`src/rtl/gray_pkg.sv`:
```
`default_nettype none
// +-----------------------------------------------------------------------+
// | gray_pkg : Gray/binary conversion helpers and accumulator state type  |
// | Revision : 1.0                                                        |
// +-----------------------------------------------------------------------+
package gray_pkg;

    localparam int GRAY_MAX_W = 64;

    typedef enum logic [0:0] {
        ACCUM = 1'b0,
        HOLD  = 1'b1
    } gacc_state_t;

    // Bits above w must be zero on entry; w selects the active MSB.
    function automatic logic [GRAY_MAX_W-1:0] gray2bin(
        input logic [GRAY_MAX_W-1:0] g,
        input int                    w
    );
        logic [GRAY_MAX_W-1:0] b;
        b        = '0;
        b[w-1]   = g[w-1];
        for (int i = GRAY_MAX_W-2; i >= 0; i--) begin
            if (i < w-1) begin
                b[i] = g[i] ^ b[i+1];
            end
        end
        return b;
    endfunction

    function automatic logic [GRAY_MAX_W-1:0] bin2gray(
        input logic [GRAY_MAX_W-1:0] b
    );
        return b ^ (b >> 1);
    endfunction

endpackage
`default_nettype wire

```
`src/rtl/gray_to_bin_conv.sv`:
```
`default_nettype none
// +-----------------------------------------------------------------------+
// | gray_to_bin_conv : combinational WIDTH-bit Gray to binary converter   |
// | Revision : 1.0                                                        |
// +-----------------------------------------------------------------------+
module gray_to_bin_conv
    import gray_pkg::*;
#(
    parameter int WIDTH = 4
) (
    input  logic [WIDTH-1:0] i_gray,
    output logic [WIDTH-1:0] o_bin
);

    assign o_bin = WIDTH'(gray2bin(GRAY_MAX_W'(i_gray), WIDTH));

endmodule
`default_nettype wire

```
`src/rtl/gray_sum_accumulator.sv`:
```
`default_nettype none
// +-----------------------------------------------------------------------+
// | gray_sum_accumulator : frames Gray operands, emits Gray+binary sum    |
// | Revision : 1.0                                                        |
// +-----------------------------------------------------------------------+
module gray_sum_accumulator
    import gray_pkg::*;
#(
    parameter  int WIDTH     = 4,
    parameter  int COUNT_MAX = 8,
    localparam int SUM_W     = WIDTH + $clog2(COUNT_MAX),
    localparam int CNT_W     = $clog2(COUNT_MAX + 1)
) (
    input  logic             clk,
    input  logic             rst_n,
    input  logic             in_valid,
    output logic             in_ready,
    input  logic [WIDTH-1:0] in_gray,
    input  logic             in_last,
    output logic             out_valid,
    input  logic             out_ready,
    output logic [SUM_W-1:0] out_gray_sum,
    output logic [SUM_W-1:0] out_bin_sum,
    output logic [CNT_W-1:0] out_count,
    output logic             out_overflow
);

    gacc_state_t      state_q, state_d;
    logic [SUM_W-1:0] acc_q, acc_d;
    logic [CNT_W-1:0] cnt_q, cnt_d;
    logic [SUM_W-1:0] out_bin_q, out_bin_d;
    logic [SUM_W-1:0] out_gray_q, out_gray_d;
    logic [CNT_W-1:0] out_count_q, out_count_d;
    logic             out_overflow_q, out_overflow_d;

    logic [WIDTH-1:0] in_bin;
    logic [SUM_W-1:0] acc_sum;
    logic [CNT_W-1:0] cnt_inc;
    logic             frame_full;
    logic             accept;
    logic             close;

    gray_to_bin_conv #(
        .WIDTH (WIDTH)
    ) u_in_conv (
        .i_gray (in_gray),
        .o_bin  (in_bin)
    );

    assign acc_sum    = acc_q + SUM_W'(in_bin);
    assign cnt_inc    = cnt_q + CNT_W'(1);
    assign frame_full = (cnt_inc == CNT_W'(COUNT_MAX));
    assign accept     = in_valid && in_ready;
    assign close      = accept && (in_last || frame_full);

    always_ff @(posedge clk or negedge rst_n) begin
        if (!rst_n) begin
            state_q <= ACCUM;
        end else begin
            state_q <= state_d;
        end
    end

    always_comb begin
        state_d = state_q;
        case (state_q)
            ACCUM:   if (close)     state_d = HOLD;
            HOLD:    if (out_ready) state_d = ACCUM;
            default:                state_d = ACCUM;
        endcase
    end

    // Handshake outputs are pure state decodes, so no input reaches them combinationally.
    always_comb begin
        in_ready  = (state_q == ACCUM);
        out_valid = (state_q == HOLD);
    end

    always_comb begin
        acc_d          = acc_q;
        cnt_d          = cnt_q;
        out_bin_d      = out_bin_q;
        out_gray_d     = out_gray_q;
        out_count_d    = out_count_q;
        out_overflow_d = out_overflow_q;
        if (accept) begin
            acc_d = acc_sum;
            cnt_d = cnt_inc;
        end
        if (close) begin
            acc_d          = '0;
            cnt_d          = '0;
            out_bin_d      = acc_sum;
            out_gray_d     = SUM_W'(bin2gray(GRAY_MAX_W'(acc_sum)));
            out_count_d    = cnt_inc;
            out_overflow_d = frame_full && !in_last;
        end
    end

    always_ff @(posedge clk or negedge rst_n) begin
        if (!rst_n) begin
            acc_q          <= '0;
            cnt_q          <= '0;
            out_bin_q      <= '0;
            out_gray_q     <= '0;
            out_count_q    <= '0;
            out_overflow_q <= 1'b0;
        end else begin
            acc_q          <= acc_d;
            cnt_q          <= cnt_d;
            out_bin_q      <= out_bin_d;
            out_gray_q     <= out_gray_d;
            out_count_q    <= out_count_d;
            out_overflow_q <= out_overflow_d;
        end
    end

    assign out_bin_sum  = out_bin_q;
    assign out_gray_sum = out_gray_q;
    assign out_count    = out_count_q;
    assign out_overflow = out_overflow_q;

endmodule
`default_nettype wire

```
`config.mk`:
```
export PLATFORM = sky130hd
export DESIGN_NAME = gray_sum_accumulator
export DESIGN_NICKNAME = d
export VERILOG_FILES = /design/src/rtl/gray_pkg.sv /design/src/rtl/gray_to_bin_conv.sv /design/src/rtl/gray_sum_accumulator.sv
export SDC_FILE = /design/constraint.sdc
export NUM_CORES = 1
export LEC_CHECK = 0
export ABC_AREA = 1
export BUFFER_PORTS_ARGS = -buffer_cell sky130_fd_sc_hd__buf_2
export CORE_ASPECT_RATIO = 1.1
export CORE_MARGIN = 2
export CORE_UTILIZATION = 55
export DETAILED_ROUTE_END_ITERATION = 10
export GPL_TIMING_DRIVEN = 0
export HOLD_SLACK_MARGIN = 0.15
export PLACE_DENSITY = 0.77
export SYNTH_ARGS = -nofsm -noshare
export SYNTH_HDL_FRONTEND = slang
export SYNTH_SLANG_ARGS = --single-unit
```
`constraint.sdc`:
```
create_clock -name clk -period 2.08 [get_ports clk]
set_input_delay 0.104 -clock clk [delete_from_list [all_inputs] [get_ports clk]]
set_output_delay 0.104 -clock clk [all_outputs]
set_load 0.1 [all_outputs]
```
Word-level counts from Yosys, hierarchy flattened
Cells that the tools add are included.

Bits in registers: 31. Output and inout port bits: 21.

Add/subtract/negate cells: 2. Eq/ne operators: 1. Mux-type cells: 7. Bitwise operators: 5. Reduce and logical (&&, ||, !) cells: 6.

Operators with widths (number): $mux 7 (2); $mux 4 (2); $add 7x4->7 (1); $xor 7x6->7 (1); $add 4x1->4 const B (1); $eq 4x4->1 const B (1); $logic_and 1x1->1 (3); $xor 1x1->1 (3); $mux 1 (2); $pmux 1 s2 (1); $reduce_bool 2->1 (1); $logic_not 1->1 (1); $logic_or 1x1->1 (1); $not 1->1 (1).

Depth between registers and ports, before layout
Depth in word-level cells: 6. Gate-level depth with buffers: 14. Mapped depth without buffers: 14.

Modules after synthesis
Synthesis repeated with hierarchy kept, for this count alone.

Cells, all modules: 207. Area, all modules: 1665.3 µm².

By module, submodules not included: gray_sum_accumulator (instances 1, cells an instance 189, area an instance 1571.5 µm², sequential area each 750.7 µm²); gray_to_bin_conv (instances 1, cells an instance 18, area an instance 93.8 µm², sequential area each 0.0 µm²).

Least setup slack after synthesis
No wires, ideal clock.

Path kind: reg2reg. Start point: reg state_q, in the netlist out_valid. End point: reg out_gray_q[3], in the netlist out_gray_sum[3]. Setup time: 68 ps. Arrival time: 2250 ps. Data required time: 2012 ps. Setup slack: -237 ps. Stages on the path, launching flop included: 10. Path buffers: 1. Cell sequence: dfrtp_1 -> inv_2 -> nand2_2 -> nor2_1 -> inv_1 -> nand2_8 -> inv_6 -> buf_12 -> nand2_4 -> nand3_2.

Cells in the longest elaborated chain, start to end: 3.

Ends and longest elaborated chain: from (decl) (RTL line gray_sum_accumulator.sv:28) `gacc_state_t state_q, state_d;`; from (signal assigned) (RTL line gray_sum_accumulator.sv:60) `state_q <= state_d;`; $not 1->1; net in_ready (RTL line gray_sum_accumulator.sv:17) `output logic in_ready,`; $logic_and 1x1->1 (RTL line gray_sum_accumulator.sv:53) `assign accept = in_valid && in_ready;`; $logic_and 1x1->1 (RTL line gray_sum_accumulator.sv:54) `assign close = accept && (in_last || frame_full);`; to (signal assigned) (RTL line gray_sum_accumulator.sv:112) `out_gray_q <= out_gray_d;`; to (decl) (RTL line gray_sum_accumulator.sv:32) `logic [SUM_W-1:0] out_gray_q, out_gray_d;`.

The timed path passes the listed nets, and every way through them passes these cells. A chain may end at the register's enable or synchronous reset.

Worst setup path in the final report
Start point: in in_gray[3]. End point: reg out_gray_q[4], in the netlist out_gray_sum[4].

Cells in the longest elaborated chain, start to end: 5.

Ends and longest elaborated chain: from (decl) (RTL line gray_sum_accumulator.sv:18) `input logic [WIDTH-1:0] in_gray,`; $xor 1x1->1 (3 in series) (RTL line gray_pkg.sv:25) `b[i] = g[i] ^ b[i+1];`; $add 7x4->7 * (RTL line gray_sum_accumulator.sv:50) `assign acc_sum = acc_q + SUM_W'(in_bin);`; $xor 7x6->7 * (RTL line gray_pkg.sv:34) `return b ^ (b >> 1);`.

Mark *: on every way between the ends. The rest lies on a longest branch, timed or not.

==> impl_results.md <==
- Status: complete, no violations
- Adder-cell share of the synthesized area: between 4 and 5%
- H-tree depth: 2
- Worst Hold Launch: in_valid
- Mux contribution to synthesized area: 0%
- Worst Hold Class: in2reg
- Period utilisation layout: a little over nine tenths
- Via count: 1380
- DR WL met2: roughly 1.9 mm
- First-pass GRT wire length: roughly 5.9 mm
- Asr flop ratio synth: 100%
- Reg2reg end: out_gray_sum[4]
- Leading cell types in the layout, fill and taps excluded: 42 x nand2_1, 29 x dfrtp_1, 28 x buf_2
- Synth warn: 0
- Min-Delay Endpoint: cnt_q[2]
- Cell taking the most area after synthesis: dfrtp_1
- Tot GR Track Use: a little under a quarter
- Placer Congestion: around 0.77
- Die W: 56.6 um
- Pwr dens: 1550 mW/mm2
- Reg2reg path depth: 11
- Worst Clk Skew: just over 10 ps
- Initial antenna violation count: 0
- Clock Latency Late Sink: ~330 ps
- Clk slew on worst S/H paths: 90 ps
- Share of cells above drive strength 1: 38.8%
- Die height: roughly 62 um
- Critical path arrival: 2260 ps
- Vias in the first global route: 1326
- Vias/cell: about 5.3
- Critical-path maximum fanout: 5
- WS Path Type: in2reg
- Initial core utilization: 56.4%
- CTS root buf: clkbuf_4
- Reg2Reg Launch Point: acc_q[0]
- Primary FF master, synth: dfrtp_1
- Syn nets: between 150 and 200
- Seq/Total Area, Yosys: 44.8%
- Post-DR wirelength/cell: between 10 and 15 um
- Synth Register Bits: 30
- Setup violators final: 0
- Post-synthesis cell type count: 28
- Synthesized area: about 0.0017 mm2
- Largest net degree at the start of global routing: 31
- Final-report hold violation count: 0
- Wire length on met1: about 1.4 mm
- Routed WL: 3.61 mm
- Multi-input logic area: 823 um2
- Num rows: 21
- Area Growth Syn to Fin: 22.7%
- Critical path launch point type: input port
- Max_cap viols: 0
- Max Used Layer: met4
- Worst relative slew slack: 55.3%
- Total negative setup slack: 0 ps
- Overflow after GRT: 0
- R2R Setup Slk: 190 ps
- Detail Placement HPWL: 2.57 mm
- Worst Tran Pin Value: 670 ps
- Filler cell count: 250
- Worst vdd ir: 1.32 mV
- Max-slew violation count: 0
- Dpl ws: -354 ps
- Synth top area share: between 40% and 50%
- Leakage: between 1 and 1.5 nW
- DRC Markers: 0
- Register area: 752 um2
- PortBufs: 29
- Post-synth EDFFs: 0
- Xor/xnor share of the synthesized area: 4.63%
- IO Pins: 30
- Clock sink total: 30
- TritonCTS clock tree: yes
- CP Capture Type: flip-flop
- Total power: 3.18 mW
- Compound-Gate Fraction of Synth Area: 11.1%
- Max Fclk: approximately 500 MHz
- Min Tclk post-route: around 2000 ps
- Die area: between 0.003 and 0.004 mm2
- Nets: 241
- Largest cells by area after synthesis: dfrtp_1 45%, nand2_1 11%, o21ai_2 6.3%
- WHS Path Cells: 4
- Synthesized instance count: ~180
- Final worst slack: 90.5 ps
- First-pass DRT Iterations: 4
- DR iter-0 viols: 57
- Largest family of logic cells by synthesized area: simple AND/OR/NAND/NOR gates
- Worst Path Required: 2350 ps
- Met3 wire len: 150 um
- Antenna diodes: 0
- Buffers from clock root to sink, at most: 2
- Most common cell after layout, fill and taps aside: nand2_1
- Syn Area/Cell: approximately 9.1 um2
- Simple-gate share of the synthesized area: 25.0%
- Antenna Nets Post-Route: 0
- Core Box Area: between 0.002 and 0.003 mm2
- CTS buffer count: 5
[metrics by stage]
step                      cell area, um2  std cells  util (%)  hold slack, ps
after floorplan                     1710        183         -            -192
after global placement              1890        246      63.8             165
after detailed placement            1890        246      63.8             180
after CTS                           1990        258      67.1             176
after global routing                2050        261      69.2             201
final                               2050        261      69.2             189
[cell usage after synthesis, types with 2 or more instances]
| cell type | number |
|---|---|
| nand2_1 | 47 |
| dfrtp_1 | 30 |
| inv_1 | 21 |
| nand3_1 | 18 |
| o21ai_2 | 12 |
| nand2_2 | 8 |
| o21ai_1 | 6 |
| ha_1 | 5 |
| o22ai_1 | 5 |
| xor2_1 | 4 |
| a21oi_1 | 3 |
| xnor2_1 | 3 |
| buf_12 | 2 |
| inv_2 | 2 |
| nand2_4 | 2 |
| nand3_2 | 2 |
| nor2_1 | 2 |
[metal layers]
metal	up-vias	global-route usage [%]
met5	-	0
met4	0	10.2
met3	10	3.73
met2	39	40.9
met1	657	26.8
li1	674	-
[worst max-delay path by stage]
stage | startpoint | to | slack, ps | cells after the start
floorplan | in_gray[2] | out_gray_sum[5] | 30 | 13
global placement | in_gray[2] | out_gray_sum[5] | -260 | 14
detailed placement | in_gray[2] | out_gray_sum[5] | -350 | 14
CTS | in_gray[2] | out_gray_sum[5] | 60 | 14
global route | in_gray[3] | out_gray_sum[4] | -20 | 15
finish | in_gray[3] | out_gray_sum[4] | 90 | 15
[sequential cells by signal, indices dropped and copies added, names as in the netlist]
signal        cells
acc_q             7
out_bin_sum       7
out_gray_sum      6
cnt_q             4
out_count         4
out_overflow      1
out_valid         1
[what timing repair did]
item	4_1_cts	5_1_grt
buffers inserted	1	3
pin swaps	1	11
setup endpoints to repair	2	3
endpoints found under the hold margin	33	0
resized for setup	0	14
hold buffers	3	0
[logic make-up after synthesis]
kind of cell	after synthesis
compound gates	27
xor+xnor	8
fa+ha+maj	6
buf+inv	29
flops	30
simple gates	83
[worst max-delay path, cell delays in order]
cell,delay [ps]
buf_8,110
xor2_4,180
xor2_2,180
xnor2_1,180
ha_2,230
inv_2,50
fa_2,380
nand3b_1,240
nand2_2,160
nand2_2,90
nand2_4,110
nand3_2,70
nand2_2,70
nand2_1,50
nand2_1,60
[report_power, final]
group          internal, mW  switching (mW)
clock network         0.164           0.203
registers             0.753           0.127
logic                 0.450            1.48
total                  1.37            1.81
[area by class of cell]
cell class	count	area share, %
Buffer	5	3.11
Clock buffer	7	2.68
Clock inverter	1	0.244
Inverter	24	4.63
Multi-Input combinational cell	124	40.1
Sequential cell	30	36.6
Tap cell	34	2.07
Timing Repair Buffer	36	10.6
(Power assumes the default switching activity.)
